`src/rtl/fnd_scan_controller.sv`:
```
// Multiplexed N-digit 7-segment scan driver with frame-synchronous shadow loading,
// per-slot dead time, leading-zero blanking and per-digit decimal point. Optional: FND_BLINK_EN.
module fnd_scan_controller #(
    parameter int CLK_HZ       = 100_000_000,
    parameter int SCAN_HZ      = 1_000,
    parameter int DIGITS       = 4,
    parameter int BLANK_CYCLES = 1_000
`ifdef FND_BLINK_EN
    ,
    parameter int BLINK_HZ     = 2
`endif
) (
    input  logic                  clk,
    input  logic                  reset,
    input  logic [4*DIGITS-1:0]   i_digits,
    input  logic [DIGITS-1:0]     i_dp,
    input  logic                  i_load,
    input  logic                  i_lzb,
`ifdef FND_BLINK_EN
    input  logic [DIGITS-1:0]     i_blink,
`endif
    output logic                  o_frame,
    output logic [7:0]            seg,
    output logic [DIGITS-1:0]     seg_comm
);

    localparam int DIV   = CLK_HZ / SCAN_HZ;
    localparam int CNT_W = (DIV > 1) ? $clog2(DIV) : 1;
    localparam int IDX_W = $clog2(DIGITS);
    localparam logic [CNT_W-1:0] SLOT_LAST  = CNT_W'(DIV - 1);
    localparam logic [CNT_W-1:0] BLANK_LAST = CNT_W'((BLANK_CYCLES == 0) ? 0 : BLANK_CYCLES - 1);
    localparam logic [IDX_W-1:0] IDX_LAST   = IDX_W'(DIGITS - 1);

    typedef enum logic {BLANK, SHOW} state_t;
    localparam state_t RESET_STATE = (BLANK_CYCLES == 0) ? SHOW : BLANK;

    state_t              state, state_next;
    logic [CNT_W-1:0]    slot_cnt;
    logic [IDX_W-1:0]    idx;
    logic [4*DIGITS-1:0] disp_digits, pend_digits;
    logic [DIGITS-1:0]   disp_dp, pend_dp;
    logic                pend_valid;
    logic                slot_end, frame_end;
    logic [DIGITS-1:0]   lz_mask, dark_mask;
    logic [3:0]          cur_nib;
    logic [7:0]          seg_next;
    logic [DIGITS-1:0]   comm_next;

    function automatic logic [7:0] decode(input logic [3:0] n);
        case (n)
            4'h0: decode = 8'hC0;  4'h1: decode = 8'hF9;
            4'h2: decode = 8'hA4;  4'h3: decode = 8'hB0;
            4'h4: decode = 8'h99;  4'h5: decode = 8'h92;
            4'h6: decode = 8'h82;  4'h7: decode = 8'hF8;
            4'h8: decode = 8'h80;  4'h9: decode = 8'h90;
            4'hA: decode = 8'h88;  4'hB: decode = 8'h83;
            4'hC: decode = 8'hC6;  4'hD: decode = 8'hA1;
            4'hE: decode = 8'h86;  default: decode = 8'h8E;
        endcase
    endfunction

    assign slot_end  = (slot_cnt == SLOT_LAST);
    assign frame_end = slot_end && (idx == IDX_LAST);

    always_ff @(posedge clk or posedge reset) begin
        if (reset) begin
            slot_cnt <= '0;
            idx      <= '0;
        end else if (slot_end) begin
            slot_cnt <= '0;
            idx      <= (idx == IDX_LAST) ? '0 : idx + 1'b1;
        end else begin
            slot_cnt <= slot_cnt + 1'b1;
        end
    end

    always_ff @(posedge clk or posedge reset) begin
        if (reset) state <= RESET_STATE;
        else       state <= state_next;
    end

    always_comb begin
        state_next = state;
        case (state)
            BLANK:   if (BLANK_CYCLES == 0 || slot_cnt == BLANK_LAST) state_next = SHOW;
            SHOW:    if (slot_end && BLANK_CYCLES != 0) state_next = BLANK;
            default: state_next = RESET_STATE;
        endcase
    end

    // A load landing on the boundary cycle goes straight to the display registers.
    always_ff @(posedge clk or posedge reset) begin
        if (reset) begin
            disp_digits <= '0;
            disp_dp     <= '0;
            pend_digits <= '0;
            pend_dp     <= '0;
            pend_valid  <= 1'b0;
            o_frame     <= 1'b0;
        end else begin
            o_frame <= frame_end && (i_load || pend_valid);
            if (frame_end && i_load) begin
                disp_digits <= i_digits;
                disp_dp     <= i_dp;
                pend_valid  <= 1'b0;
            end else if (frame_end && pend_valid) begin
                disp_digits <= pend_digits;
                disp_dp     <= pend_dp;
                pend_valid  <= 1'b0;
            end else if (i_load) begin
                pend_digits <= i_digits;
                pend_dp     <= i_dp;
                pend_valid  <= 1'b1;
            end
        end
    end

    // Walk down from the top digit; a digit stays dark while everything above it is blank zero.
    always_comb begin : lzb_scan
        logic run;
        lz_mask = '0;
        run     = 1'b1;
        for (int k = DIGITS - 1; k >= 0; k--) begin
            run        = run && (disp_digits[4*k +: 4] == 4'h0) && !disp_dp[k];
            lz_mask[k] = i_lzb && run && (k != 0);
        end
    end

`ifdef FND_BLINK_EN
    localparam int BLINK_HALF = CLK_HZ / (2 * BLINK_HZ);
    localparam int BLINK_W    = (BLINK_HALF > 1) ? $clog2(BLINK_HALF) : 1;

    logic [BLINK_W-1:0] blink_cnt;
    logic               blink_phase;

    always_ff @(posedge clk or posedge reset) begin
        if (reset) begin
            blink_cnt   <= '0;
            blink_phase <= 1'b0;
        end else if (blink_cnt == BLINK_W'(BLINK_HALF - 1)) begin
            blink_cnt   <= '0;
            blink_phase <= ~blink_phase;
        end else begin
            blink_cnt <= blink_cnt + 1'b1;
        end
    end

    assign dark_mask = lz_mask | (blink_phase ? i_blink : '0);
`else
    assign dark_mask = lz_mask;
`endif

    assign cur_nib = disp_digits[4*idx +: 4];

    always_comb begin
        seg_next  = 8'hFF;
        comm_next = '1;
        if (state == SHOW && !dark_mask[idx]) begin
            seg_next = decode(cur_nib);
            if (disp_dp[idx]) seg_next[7] = 1'b0;
            comm_next = ~(DIGITS'(1) << idx);
        end
    end

    always_ff @(posedge clk or posedge reset) begin
        if (reset) begin
            seg      <= 8'hFF;
            seg_comm <= '1;
        end else begin
            seg      <= seg_next;
            seg_comm <= comm_next;
        end
    end

endmodule
```
`config.mk`:
```
export PLATFORM = sky130hd
export DESIGN_NAME = fnd_scan_controller
export DESIGN_NICKNAME = d
export VERILOG_FILES = /design/src/rtl/fnd_scan_controller.sv
export SDC_FILE = /design/constraint.sdc
export NUM_CORES = 1
export LEC_CHECK = 0
export CAP_MARGIN = 5
export CORE_UTILIZATION = 45
export DETAILED_ROUTE_END_ITERATION = 16
export PLACE_DENSITY = 0.65
export REMOVE_ABC_BUFFERS = 1
export SYNTH_ARGS = -nofsm -noshare
export SYNTH_HDL_FRONTEND = slang
export SYNTH_SLANG_ARGS = --single-unit
```
`constraint.sdc`:
```
create_clock -name clk -period 2.78 [get_ports clk]
set_input_delay 0.556 -clock clk [delete_from_list [all_inputs] [get_ports clk]]
set_output_delay 0.556 -clock clk [all_outputs]
set_load 0.1 [all_outputs]
```
==> results.sh, run 1 <==
export IMPL_worst_pin_slew_ns=0.963
export IMPL_slew_viol_final=0
export IMPL_fin_tns_setup_ns=0
export IMPL_io_pin_count=37
export IMPL_nets=436
export IMPL_fin_crit_ns=2.29
export IMPL_die_y_microns=94.1
export IMPL_die_area_sq_mm=0.00886
export IMPL_netlist_top_cells_area="dfrtp_1, dfstp_2, mux2_2"
export IMPL_p_comb_share_pct=6.6
export IMPL_netlist_area_sq_mm=0.00382
export IMPL_post_drt_wl_per_cell_microns=15.1
export IMPL_layout_cells_non_filler=510
export IMPL_cap_viol_max_count=0
export IMPL_peakVddDrop_uv=274
export IMPL_area_growth_pct=17.7
export IMPL_dpl_cell_count=495
export IMPL_cts_buffers=9
export IMPL_grt_pass1_vias=2633
export IMPL_layout_drive_gt1_share_pct=21.2
export IMPL_postCtsResizedCells=0
export IMPL_synthFlopType="dfrtp_1"
export IMPL_cpMaxStageDelayCell="or4_4"
export IMPL_grt_util_met1_pct=29.7
export IMPL_hpwl_microns=5350
export IMPL_diodes=0
export IMPL_ys_seq_area_share_pct=48.9
export IMPL_yosysTopAreaCell="dfrtp_1"
export IMPL_fmax_ghz=0.436
export IMPL_num_fill_cells=717
export IMPL_arrival_ns=2.52
export IMPL_htreeDepth=3
export IMPL_drt_pass1_iter_count=4
export IMPL_slew_headroom_pct=33.9
export IMPL_finalHoldViolCount=0
export IMPL_final_area_sq_mm=0.00449
export IMPL_power_leakage_nw=1.90
export IMPL_cts_tree="built"
export IMPL_clockPowerShare_pct=41.3
export IMPL_cts_setup_buffers=0
export IMPL_synth_top_cells_by_count="dfrtp_1, nand2_1, nor2_1, mux2_2, inv_1"
export IMPL_numPortBuffers=36
export IMPL_crit_required_ns=3.01
export IMPL_crit_path_frequent_cell="nand2_1"
export IMPL_use_met3_pct=3.07
export IMPL_cp_max_fo=20
export IMPL_grt_antenna_before_repair=0
export IMPL_p_sw_uw=490
export IMPL_max_stage_delay_ns=0.57
export IMPL_fp_row_count=33
export IMPL_route_vias_total=2765
export IMPL_rsz0062_at_grt="false"
export IMPL_grt_ovfl_total=0
export IMPL_synth_cell_types=48
export IMPL_endpoint_kind="flip-flop"
export IMPL_grt_max_degree=53
export IMPL_syn_area_per_cell_sq_um=10.5
export IMPL_seqPwrFrac_pct=52.2
export IMPL_drtAntennaViolNets=0
export IMPL_die_x_microns=94.1
export IMPL_async_flop_share_pct=100
export IMPL_postSynthRegisterBits=74
export IMPL_worst_skew_pair_late_latency_ns=0.35
export IMPL_first_iter_violations=186
export IMPL_p_total_mw=2.18
export IMPL_yosysTopAreaCellShare_pct=40.6
export IMPL_cts_sinks=74
export IMPL_synth_edf_count=0
export IMPL_vias_per_cell=5.42
export IMPL_cts_root_buf="clkbuf_8"
export IMPL_worstSetupStartpointType="flip-flop"
export IMPL_fin_crit_sh_pct=82.4
export IMPL_switching_share_pct=22.5
export IMPL_core_area_sq_mm=0.00822
export IMPL_postLayoutCoreUtil_pct=54.7
export IMPL_status="finished, final reports clean"
export IMPL_path_class="reg2reg"
export IMPL_grt_busiest_layer="met1"
export IMPL_p_per_area_mw_per_mm2=485
export IMPL_hp_class="reg2reg"
export IMPL_yosysMostFrequentCell="dfrtp_1"
export IMPL_syn_inst=362
export IMPL_setup_violations=0
export IMPL_crit_path_cell_trace="or4_4 -> nor4_1 -> nand2_1 -> nand2_1 -> buf_4 -> mux2_2"
export IMPL_path_clk_slew_ns=0.08
export IMPL_use_met2_pct=28.2
export IMPL_ctsHoldBuffers=0
export IMPL_start_util_pct=46.5
export IMPL_grt_first_pass_wirelength_microns=13300
export IMPL_clock_path_buffers=2
export IMPL_ys_warnings_count=0
export IMPL_place_congestion=0.840
export IMPL_internal_power_mw=1.69
export IMPL_placed_area_sq_mm=0.00429
export IMPL_path_buf_inv=1
export IMPL_path_delay_family="simple AND/OR/NAND/NOR gates"
export IMPL_grt_usage_pct=19.9
export IMPL_fin_skew_ns=0.0108
export IMPL_totalWireLength_microns=7720
export IMPL_drc=0
[power by group through the flow]
| stage | logic (mW) | clock network, mW | registers [mW] |
|---|---|---|---|
| 6_report | 0.143 | 0.900 | 1.14 |
| 5_1_grt | 0.165 | 0.960 | 1.14 |
| 4_1_cts | 0.146 | 0.917 | 1.14 |
| 3_5_place_dp | 0.146 | 0 | 1.16 |
| 3_3_place_gp | 0.143 | 0 | 1.16 |
| 2_1_floorplan | 0.0848 | 0 | 1.15 |
[cell families after synthesis]
family / synth area share, %
multiplexers: 11.8
AND/OR/NAND/NOR: 17.0
XOR/XNOR: 3.21
AO/OA/AOI/OAI: 10.9
adder cells (fa/ha/maj): 3.61
buffers and inverters: 4.59
flip-flops: 48.9
[placed cells by master, fill, tap and decap left out, types with 3 or more instances in the layout]
cell,instances
nor3b_1,10
mux2_2,23
a22oi_1,9
o21ai_0,15
inv_1,21
clkdlybuf4s50_1,23
ha_1,11
clkbuf_8,9
nand2_1,30
a41oi_1,3
buf_4,24
nor2b_1,4
dfrtp_1,62
mux4_2,4
o211ai_1,6
a31oi_1,7
nand4_1,3
or3_1,3
xor2_1,6
nand3_1,21
xnor2_1,8
mux2i_1,10
nor3_1,4
a21oi_1,15
nor2_1,26
dfstp_2,12
[registers in the layout, summed over array words and instances, names as in the netlist]
signal       flops
disp_digits     16
disp_dp          4
idx              2
o_frame          1
pend_digits     16
pend_dp          4
pend_valid       1
seg              8
seg_comm         4
slot_cnt        17
state            1
[final timing paths]
check                        startpoint         endpoint  slack, ns  depth (start not counted)
min reg2reg                 slot_cnt[0]      slot_cnt[0]       0.49                          1
max                        slot_cnt[11]   pend_digits[8]       0.49                          6
min in group asynchronous         reset  disp_digits[14]       0.56                          2
min                         slot_cnt[0]      slot_cnt[0]       0.49                          1
max in group asynchronous         reset           seg[7]       1.53                          3
max reg2reg                slot_cnt[11]   pend_digits[8]       0.49                          6
[routing by layer]
layer	wire length (microns)	share of wire, %
met1	3780	49
met2	3450	45
met3	368	4.8
met4	126	1.6
met5	0	0
[area by class of cell]
type / instances / area (sq um) / share of cell area (%)
flip-flops and latches: 74 / 1870 / 41.5
multi-input cells: 246 / 1780 / 39.5
inverters: 22 / 82.6 / 1.84
well taps: 105 / 131 / 2.92
clock inverters: 5 / 80.1 / 1.78
repair buffers: 48 / 430 / 9.58
clock buffers: 10 / 128 / 2.84
[metrics by stage]
| step | hold slack, ns | setup slack (ns) |
|---|---|---|
| floorplan | 0.455 | -0.396 |
| global placement | 0.480 | 0.332 |
| detailed placement | 0.486 | 0.313 |
| CTS | 0.497 | 0.470 |
| global route | 0.522 | 0.317 |
| finish | 0.495 | 0.489 |
Power figures use the tool's default switching activity.
==> inputs of run 2 (changes only) <==
--- a/config.mk
+++ b/config.mk
@@ -8,7 +8,7 @@
 export CAP_MARGIN = 5
 export CORE_UTILIZATION = 45
 export DETAILED_ROUTE_END_ITERATION = 16
-export PLACE_DENSITY = 0.65
+export PLACE_DENSITY = 0.68
 export REMOVE_ABC_BUFFERS = 1
 export SYNTH_ARGS = -nofsm -noshare
 export SYNTH_HDL_FRONTEND = slang
==> constraint.sdc (replaced) <==
create_clock -name clk -period 1.95 [get_ports clk]
set_input_delay 0.39 -clock clk [delete_from_list [all_inputs] [get_ports clk]]
set_output_delay 0.39 -clock clk [all_outputs]
set_load 0.1 [all_outputs]
==> run 2 against run 1 <==
  * The run now ends with setup timing left
  * Register-to-register slack got worse by 0.80 ns
  * Core utilization rose by 14 points
  * Sequential power rose by 42%
  * Sequential share of layout area is 8.2 points lower
  * Hold slack worse by 0.067 ns
  * Worst setup slack worse by 0.80 ns
  * Maximum frequency grew 1.4%
  * Clock skew is essentially flat
  * Non-clock buffer count up 69
  * Combinational power rose by 100%
  * Critical path type unchanged
  * Critical endpoint is now pend_digits[7]
  * Largest cell class is now multi-input gates
==> results.sh, run 2 (synthesis gave the netlist of run 1 again) <==
export IMPL_cts_buffers=9
export IMPL_internal_power_mw=2.72
export IMPL_worst_pin_slew_ns=0.518
export IMPL_p_per_area_mw_per_mm2=621
export IMPL_p_total_mw=3.48
export IMPL_clockPowerShare_pct=45.3
export IMPL_crit_path_cell_trace="or4_4 -> buf_4 -> nor4_4 -> nand2_2 -> nand2_4 -> clkbuf_16 -> mux2_2"
export IMPL_fin_crit_ns=2.26
export IMPL_vias_per_cell=5.61
export IMPL_rsz0062_at_grt="true"
export IMPL_final_common_cell="buf_4"
export IMPL_first_iter_violations=168
export IMPL_grt_max_degree=75
export IMPL_worst_skew_pair_late_latency_ns=0.36
export IMPL_holdWs_ns=0.428
export IMPL_nets=505
export IMPL_crit_required_ns=2.20
export IMPL_path_class="reg2reg"
export IMPL_setup_slack_ns=-0.310
export IMPL_r2r_cells=7
export IMPL_layout_cells_non_filler=580
export IMPL_fmax_ghz=0.442
export IMPL_cts_root_buf="clkbuf_8"
export IMPL_slew_viol_final=0
export IMPL_cts_tree="built"
export IMPL_io_pin_count=37
export IMPL_slew_headroom_pct=64.8
export IMPL_finalHoldViolCount=0
export IMPL_die_y_microns=94.1
export IMPL_fin_tns_setup_ns=-12.50
export IMPL_fin_skew_ns=0.0111
export IMPL_drtAntennaViolNets=0
export IMPL_power_leakage_nw=2.48
export IMPL_fin_crit_sh_pct=116
export IMPL_grt_antenna_before_repair=0
export IMPL_peakVddDrop_uv=534
export IMPL_multi_input_comb_area_sq_mm=0.00204
export IMPL_fp_row_count=33
export IMPL_clock_path_buffers=2
export IMPL_num_fill_cells=597
export IMPL_p_comb_share_pct=8.3
export IMPL_mostFrequentLayoutCells="buf_4, dfrtp_1, mux2_2, clkdlybuf4s50_1"
export IMPL_final_area_sq_mm=0.00561
export IMPL_grt_first_pass_wirelength_microns=15100
export IMPL_path_clk_slew_ns=0.08
export IMPL_seqPwrFrac_pct=46.4
export IMPL_max_stage_delay_ns=0.56
export IMPL_die_x_microns=94.1
export IMPL_diodes=0
export IMPL_grt_usage_pct=22.6
export IMPL_start_util_pct=46.5
export IMPL_grt_ovfl_total=0
export IMPL_setup_violations=62
export IMPL_worstSetupStartpointType="flip-flop"
export IMPL_totalWireLength_microns=10000
export IMPL_dpl_cell_count=549
export IMPL_die_area_sq_mm=0.00886
export IMPL_cap_viol_max_count=0
export IMPL_htreeDepth=3
export IMPL_hp_class="in2async"
export IMPL_regMostFlops="slot_cnt"
export IMPL_placed_area_sq_mm=0.00487
export IMPL_drt_pass1_iter_count=4
export IMPL_cp_max_fo=5
export IMPL_area_growth_pct=46.9
export IMPL_post_drt_wl_per_cell_microns=17.3
export IMPL_critPathLaunch="slot_cnt[11]"
export IMPL_reg_top3="slot_cnt (17), disp_digits (16), pend_digits (16)"
export IMPL_regArea_sq_mm=0.00187
export IMPL_route_vias_total=3254
export IMPL_p_sw_uw=761
export IMPL_dp_slack_ns=-0.277
export IMPL_layout_drive_gt1_share_pct=44.6
export IMPL_numPortBuffers=36
export IMPL_arrival_ns=2.51
export IMPL_largest_register_ffs=17
export IMPL_cts_sinks=74
export IMPL_place_congestion=0.849
export IMPL_hpwl_microns=6020
export IMPL_reg2reg_from="slot_cnt[11]"
export IMPL_status="finished, violations left"
export IMPL_violations="setup timing"
export IMPL_grt_pass1_vias=3029
export IMPL_switching_share_pct=21.9
export IMPL_postLayoutCoreUtil_pct=68.2
export IMPL_endpoint_kind="flip-flop"
export IMPL_drc=0
export IMPL_core_area_sq_mm=0.00822
export IMPL_cpMaxStageDelayCell="or4_4"
## run 2: cell count changes in the layout (fill, tap and decap cells not counted), sizes merged
cell,before,now
bufinv,2,4
buf,25,92
clkinv,1,2
clkinvlp,2,1
clkbuf,10,11
## run 2: worst paths after layout
check	to	slack, ns
worst max-delay path	pend_digits[7]	-0.31
worst min-delay path	slot_cnt[14]	0.43
worst max register to register	pend_digits[7]	-0.31
worst min register to register	pend_digits[9]	0.51
max in group asynchronous	seg[2]	1.16
min in group clk	pend_digits[9]	0.51
## run 2: power groups by stage
stage,registers [mW],clock network (mW),logic [mW]
after floorplan,1.64,0,0.121
after global placement,1.64,0,0.236
after detailed placement,1.64,0,0.243
after CTS,1.62,1.59,0.259
after global routing,1.62,1.66,0.316
final,1.62,1.58,0.288
## run 2: worst max-delay path: cells and delay by family (launching register included)
kind | cells | cell delay (ns)
simple gates | 4 | 1.08
mux | 1 | 0.32
flops | 1 | 0.38
buf+inv | 2 | 0.34
## run 2: per-layer routing
layer  track usage (%)  wire (microns)
met1              30.3            4260
met5                 0               0
met2              35.9            5150
met4              9.36             233
met3              4.21             392
## run 2: area by class of cell
class	instances	area share [%]
clock buffer	9	2.21
clock inverter	7	2.52
multi-input combinational	246	36.5
tap	105	2.34
inverter	22	1.52
timing repair buffer	117	21.6
sequential	74	33.3
## run 2: repair_timing
item | CTS | global route
pin swaps | 10 | 14
setup buffers | 6 | 4
hold endpoints to repair | 0 | 0
setup endpoints to repair | 62 | 62
hold buffers | 0 | 0
gates resized for setup | 50 | 41
cloned | 2 | 4
==> inputs of run 3 (changes only) <==
--- a/config.mk
+++ b/config.mk
@@ -8,6 +8,7 @@
 export CAP_MARGIN = 5
 export CORE_UTILIZATION = 45
 export DETAILED_ROUTE_END_ITERATION = 16
+export GPL_ROUTABILITY_DRIVEN = 0
 export PLACE_DENSITY = 0.68
 export REMOVE_ABC_BUFFERS = 1
 export SYNTH_ARGS = -nofsm -noshare
==> results of run 3 <==
No change in the layout: final DEF, timing and power equal those of run 2.
